[src/rtl/paddle_controller.sv]
// Paddle position controller: synchronises and debounces two normally-closed buttons,
// then drives a saturating paddle position through a three-state motion FSM.
module paddle_controller #(
   parameter int POS_W    = 9,
   parameter int POS_MIN  = 0,
   parameter int POS_MAX  = 400,
   parameter int POS_INIT = 200,
   parameter int STEP     = 1,
   parameter int DB_COUNT = 50000,
   parameter int TICK_DIV = 1048576
) (
   input  logic             clk,
   input  logic             reset,
   input  logic             buttonLeft,
   input  logic             buttonRight,
   output logic [POS_W-1:0] location,
   output logic             leftPressed,
   output logic             rightPressed,
   output logic             atMin,
   output logic             atMax
);

   localparam int DB_W   = (DB_COUNT > 1) ? $clog2(DB_COUNT) : 1;
   localparam int TICK_W = (TICK_DIV > 1) ? $clog2(TICK_DIV) : 1;

   typedef enum logic [1:0] {
      IDLE  = 2'd0,
      LEFT  = 2'd1,
      RIGHT = 2'd2
   } state_t;

   // Moving left raises the position; the sum is formed one bit wider so it cannot wrap.
   function automatic logic [POS_W-1:0] sat_inc(input logic [POS_W-1:0] pos);
      logic [POS_W:0] sum;
      sum = {1'b0, pos} + (POS_W+1)'(STEP);
      if (sum > (POS_W+1)'(POS_MAX))
         return POS_W'(POS_MAX);
      return sum[POS_W-1:0];
   endfunction

   function automatic logic [POS_W-1:0] sat_dec(input logic [POS_W-1:0] pos);
      if ({1'b0, pos} < (POS_W+1)'(POS_MIN + STEP))
         return POS_W'(POS_MIN);
      return pos - POS_W'(STEP);
   endfunction

   // Bit 0 carries the left button, bit 1 the right button throughout.
   logic [1:0]        sync_p0;
   logic [1:0]        sync_p1;
   logic [1:0]        press_raw;
   logic [1:0]        flag;
   logic [DB_W-1:0]   db_cnt [2];

   state_t            state;
   state_t            state_nxt;
   logic [TICK_W-1:0] tick;
   logic [TICK_W-1:0] tick_nxt;
   logic              move_left;
   logic              move_right;

   // ---- stage p0/p1: two-flop synchroniser, released (1) out of reset
   always_ff @(posedge clk) begin
      if (reset) begin
         sync_p0 <= 2'b11;
         sync_p1 <= 2'b11;
      end else begin
         sync_p0 <= {buttonRight, buttonLeft};
         sync_p1 <= sync_p0;
      end
   end

   assign press_raw = ~sync_p1;

   // ---- debounce: a change must persist DB_COUNT cycles before the flag follows it
   always_ff @(posedge clk) begin
      if (reset) begin
         flag <= 2'b00;
         for (int i = 0; i < 2; i++)
            db_cnt[i] <= '0;
      end else begin
         for (int i = 0; i < 2; i++) begin
            if (press_raw[i] == flag[i]) begin
               db_cnt[i] <= '0;
            end else if (db_cnt[i] == DB_W'(DB_COUNT - 1)) begin
               flag[i]   <= press_raw[i];
               db_cnt[i] <= '0;
            end else begin
               db_cnt[i] <= db_cnt[i] + DB_W'(1);
            end
         end
      end
   end

   assign leftPressed  = flag[0];
   assign rightPressed = flag[1];

   // ---- motion FSM
   always_ff @(posedge clk) begin
      if (reset) begin
         state <= IDLE;
         tick  <= '0;
      end else begin
         state <= state_nxt;
         tick  <= tick_nxt;
      end
   end

   always_comb begin
      state_nxt  = state;
      tick_nxt   = '0;
      move_left  = 1'b0;
      move_right = 1'b0;
      case (state)
         IDLE: begin
            if (leftPressed && !rightPressed) begin
               state_nxt = LEFT;
               move_left = 1'b1;
            end else if (rightPressed && !leftPressed) begin
               state_nxt  = RIGHT;
               move_right = 1'b1;
            end
         end
         LEFT: begin
            if (!leftPressed || rightPressed) begin
               state_nxt = IDLE;
            end else if (tick == TICK_W'(TICK_DIV - 1)) begin
               move_left = 1'b1;
            end else begin
               tick_nxt = tick + TICK_W'(1);
            end
         end
         RIGHT: begin
            if (!rightPressed || leftPressed) begin
               state_nxt = IDLE;
            end else if (tick == TICK_W'(TICK_DIV - 1)) begin
               move_right = 1'b1;
            end else begin
               tick_nxt = tick + TICK_W'(1);
            end
         end
         default: state_nxt = IDLE;
      endcase
   end

   // ---- position register, saturating at both limits
   always_ff @(posedge clk) begin
      if (reset)
         location <= POS_W'(POS_INIT);
      else if (move_left)
         location <= sat_inc(location);
      else if (move_right)
         location <= sat_dec(location);
   end

   assign atMin = (location == POS_W'(POS_MIN));
   assign atMax = (location == POS_W'(POS_MAX));

endmodule
[config.mk]
export PLATFORM = sky130hd
export DESIGN_NAME = paddle_controller
export DESIGN_NICKNAME = d
export VERILOG_FILES = /design/src/rtl/paddle_controller.sv
export SDC_FILE = /design/constraint.sdc
export NUM_CORES = 1
export LEC_CHECK = 0
export ABC_AREA = 1
export BUFFER_PORTS_ARGS = -buffer_cell sky130_fd_sc_hd__buf_2
export CORE_UTILIZATION = 45
export DETAILED_ROUTE_END_ITERATION = 8
export HOLD_SLACK_MARGIN = 0.05
export MAX_ROUTING_LAYER = met4
export PLACE_DENSITY_LB_ADDON = 0.05
export SLEW_MARGIN = 5
export SYNTH_ARGS = -nofsm -noshare
export SYNTH_HDL_FRONTEND = slang
export SYNTH_SLANG_ARGS = --single-unit
[constraint.sdc]
create_clock -name clk -period 2.9 [get_ports clk]
set_input_delay 0.435 -clock clk [delete_from_list [all_inputs] [get_ports clk]]
set_output_delay 0.435 -clock clk [all_outputs]
set_load 0.1 [all_outputs]
==> metrics.txt <==
run status=finished, final reports clean; Placed Area=4300 sq um; Total GRT Usage=18.8%; P per Cell Area=462 nW/um^2; global placement routability congestion=0.913; Port Buffers=16; sequential fraction of the synthesis area=42.4%; Setup Skew=0.0158 ns; Netlist Area Pre-Place=4010 sq um; die area=9300 sq um; clock latency on the worst-skew pair=0.35 ns; worst vdd ir=0.299 mV; largest net degree at the start of global routing=18; flop2flop setup slack=0.38 ns; vias in the first global route=2826; Mapped Cells=517; drc violations=0; number of fill cells=909; detailed-route via count=3267; net switching power=495 uW; Crit. End Element=flop; HP Class=input pin to flop; CTS H-Tree Depth=3; maxcap violations=0; effective utilization at floorplan=46.2%; Die X=96.4 um; Reg-to-Reg End=location[2]; Reg2Reg Launch Point=tick[0]; CP Capture Point=location[2]; Root Buffer=clkbuf_8; Synth warnings=0; DR pass1 iterations=4; average size of a mapped cell=7.76 sq um; Tmin final=2.52 ns; Resized Gates After CTS=0; internal power=1.59 mW; RSZ-0062 raised after global routing=false; crit-path max FO=12; type of origin of the critical path=flop; Multi-input gate area=2130 sq um; final period utilization=87.0%; DR vias/cell=4.80; combinational share of power=7.5%; Sw Ratio=23.7%; Area Growth Syn to Fin=12.5%; synth unique cells=41; CTS tree=yes; max-slew violation count=0; P_leak=1.88 nW; buffers inserted by post-CTS timing repair=0; max-slew headroom at the worst pin=44.5%; core area=8680 sq um; hold buffers post-CTS=0; GRT overflow=0; CTS Sinks=69; Clock Pin Slew Worst Setup and Hold Paths=0.07 ns; reg2reg path depth=11; antenna-violating nets left=0; num rows=34; Max clock buf depth=2; first-pass GRT wire length=13.0 mm; Crit. Startpoint=tick[0]; Fmax=0.397 GHz; DRT iter0 DRCs=106; Worst Max-Slew Pin Slew=0.829 ns; Yosys reg bits=69; Worst Path Required=3.13 ns; Num CTS Buffers=9; layout cells sized above 1=11.0%; Final Hold Viols=0; Final #Nets=585; Wirelength per Cell=11.4 um; Clock power frac=41.1%; WL final=7.78 mm; critical path class=flop to flop; Top Ports=17; Die H=96.4 um; initial antenna violation count=0; FF/Latch Area=1700 sq um; DP HPWL=5.86 mm; Final Hold Slack=0.279 ns; final number of setup-violating endpoints=0; sequential power share=51.4%; # diodes=0; Final Cell Area=4510 sq um; post-route core utilization=52.0%; Worst EP arrival=2.75 ns
## critical path, cell delays in order (launching register included)
cell,delay [ns]
dfxtp_1,0.33
ha_1,0.21
nand2_1,0.12
nor2_4,0.05
nand2_2,0.10
nor2_4,0.06
nand4_2,0.06
nand2_2,0.18
nor2_1,0.70
inv_1,0.33
o21ai_0,0.22
a21oi_1,0.05
## area by class of cell
class | count | share of cell area [%]
inverter | 68 | 5.65
timing repair buffer | 16 | 1.77
sequential | 69 | 37.7
clock inverter | 6 | 1.94
clock buffer | 10 | 2.83
tap | 108 | 2.99
multi-input combinational | 404 | 47.1
## layer usage
metal	vias to the layer above	global-route usage, %	share of wire (%)
li1	1765	-	-
met3	8	4.85	3.9
met1	1451	25.0	50
met4	0	5.88	1.2
met2	43	28.0	45
met5	-	-	0
## registers in the layout, indices dropped and copies added, names as in the netlist
register and flops:
location 9, flag 2, db_cnt 32, sync_p0 2, tick 20, state 2
sync_p1 2
## cells in the final DEF (no fill, tap or decap), drive strengths merged
| cell | instances |
|---|---|
| a211oi | 5 |
| a21oi | 28 |
| a31o | 1 |
| a31oi | 2 |
| and2 | 1 |
| buf | 16 |
| bufinv | 2 |
| clkbuf | 10 |
| clkinv | 4 |
| conb | 32 |
| dfxtp | 37 |
| edfxtp | 32 |
| ha | 13 |
| inv | 68 |
| nand2 | 108 |
| nand3 | 34 |
| nand3b | 1 |
| nand4 | 10 |
| nor2 | 84 |
| nor3 | 25 |
| nor3b | 6 |
| nor4 | 9 |
| o211ai | 1 |
| o21a | 3 |
| o21ai | 12 |
| or2 | 5 |
| xnor2 | 6 |
| xor2 | 18 |
## cell usage after synthesis (all sizes together)
master | count | area (sq um)
inv | 68 | 255
o21a | 3 | 22.5
conb | 1 | 3.75
dfxtp | 37 | 741
a21oi | 28 | 144
a31oi | 2 | 12.5
a31o | 1 | 8.76
nand4 | 10 | 68.8
or2 | 5 | 31.3
edfxtp | 32 | 961
nor3b | 6 | 50.1
and2 | 1 | 6.26
nor4 | 9 | 68.8
xnor2 | 6 | 52.6
o211ai | 1 | 7.51
o21ai | 12 | 63.8
nand2 | 108 | 420
nand3 | 34 | 190
a211oi | 5 | 37.5
xor2 | 18 | 158
buf | 6 | 51.3
clkbuf | 1 | 3.75
nor2 | 84 | 353
nor3 | 25 | 130
ha | 13 | 163
nand3b | 1 | 7.51
## worst min-delay path by stage
stage | from | end | slack, ns | cells after the start
2_1_floorplan | sync_p0[0] | sync_p1[0] | 0.39 | 1
5_1_grt | buttonLeft | sync_p0[0] | 0.25 | 2
3_3_place_gp | sync_p0[0] | sync_p1[0] | 0.39 | 1
3_5_place_dp | sync_p0[0] | sync_p1[0] | 0.40 | 1
4_1_cts | buttonLeft | sync_p0[0] | 0.25 | 2
6_report | buttonRight | sync_p0[1] | 0.28 | 2
## logic make-up after synthesis
kind of cell	share of synthesized area, %
compound gates	7.39
xor+xnor	5.24
fa+ha+maj	4.05
buf+inv	7.74
flops	42.4
other cells	0.0935
simple gates	33.1
## metrics by stage
step                      setup slack [ns]  cells  power [mW]  TNS (ns)
final                                0.378    681        2.09         0
after global routing                 0.144    681        2.19         0
after CTS                            0.380    681        2.12         0
after detailed placement             0.383    665        1.25         0
after global placement               0.534    665        1.24         0
after floorplan                     -0.559    548        1.22    -0.559
## power groups by stage
stage	registers [mW]	clock network [mW]	logic, mW
floorplan	1.09	0	0.128
global placement	1.09	0	0.150
detailed placement	1.10	0	0.157
CTS	1.07	0.890	0.157
global route	1.08	0.931	0.182
finish	1.07	0.858	0.156
Power figures use the tool's default switching activity.
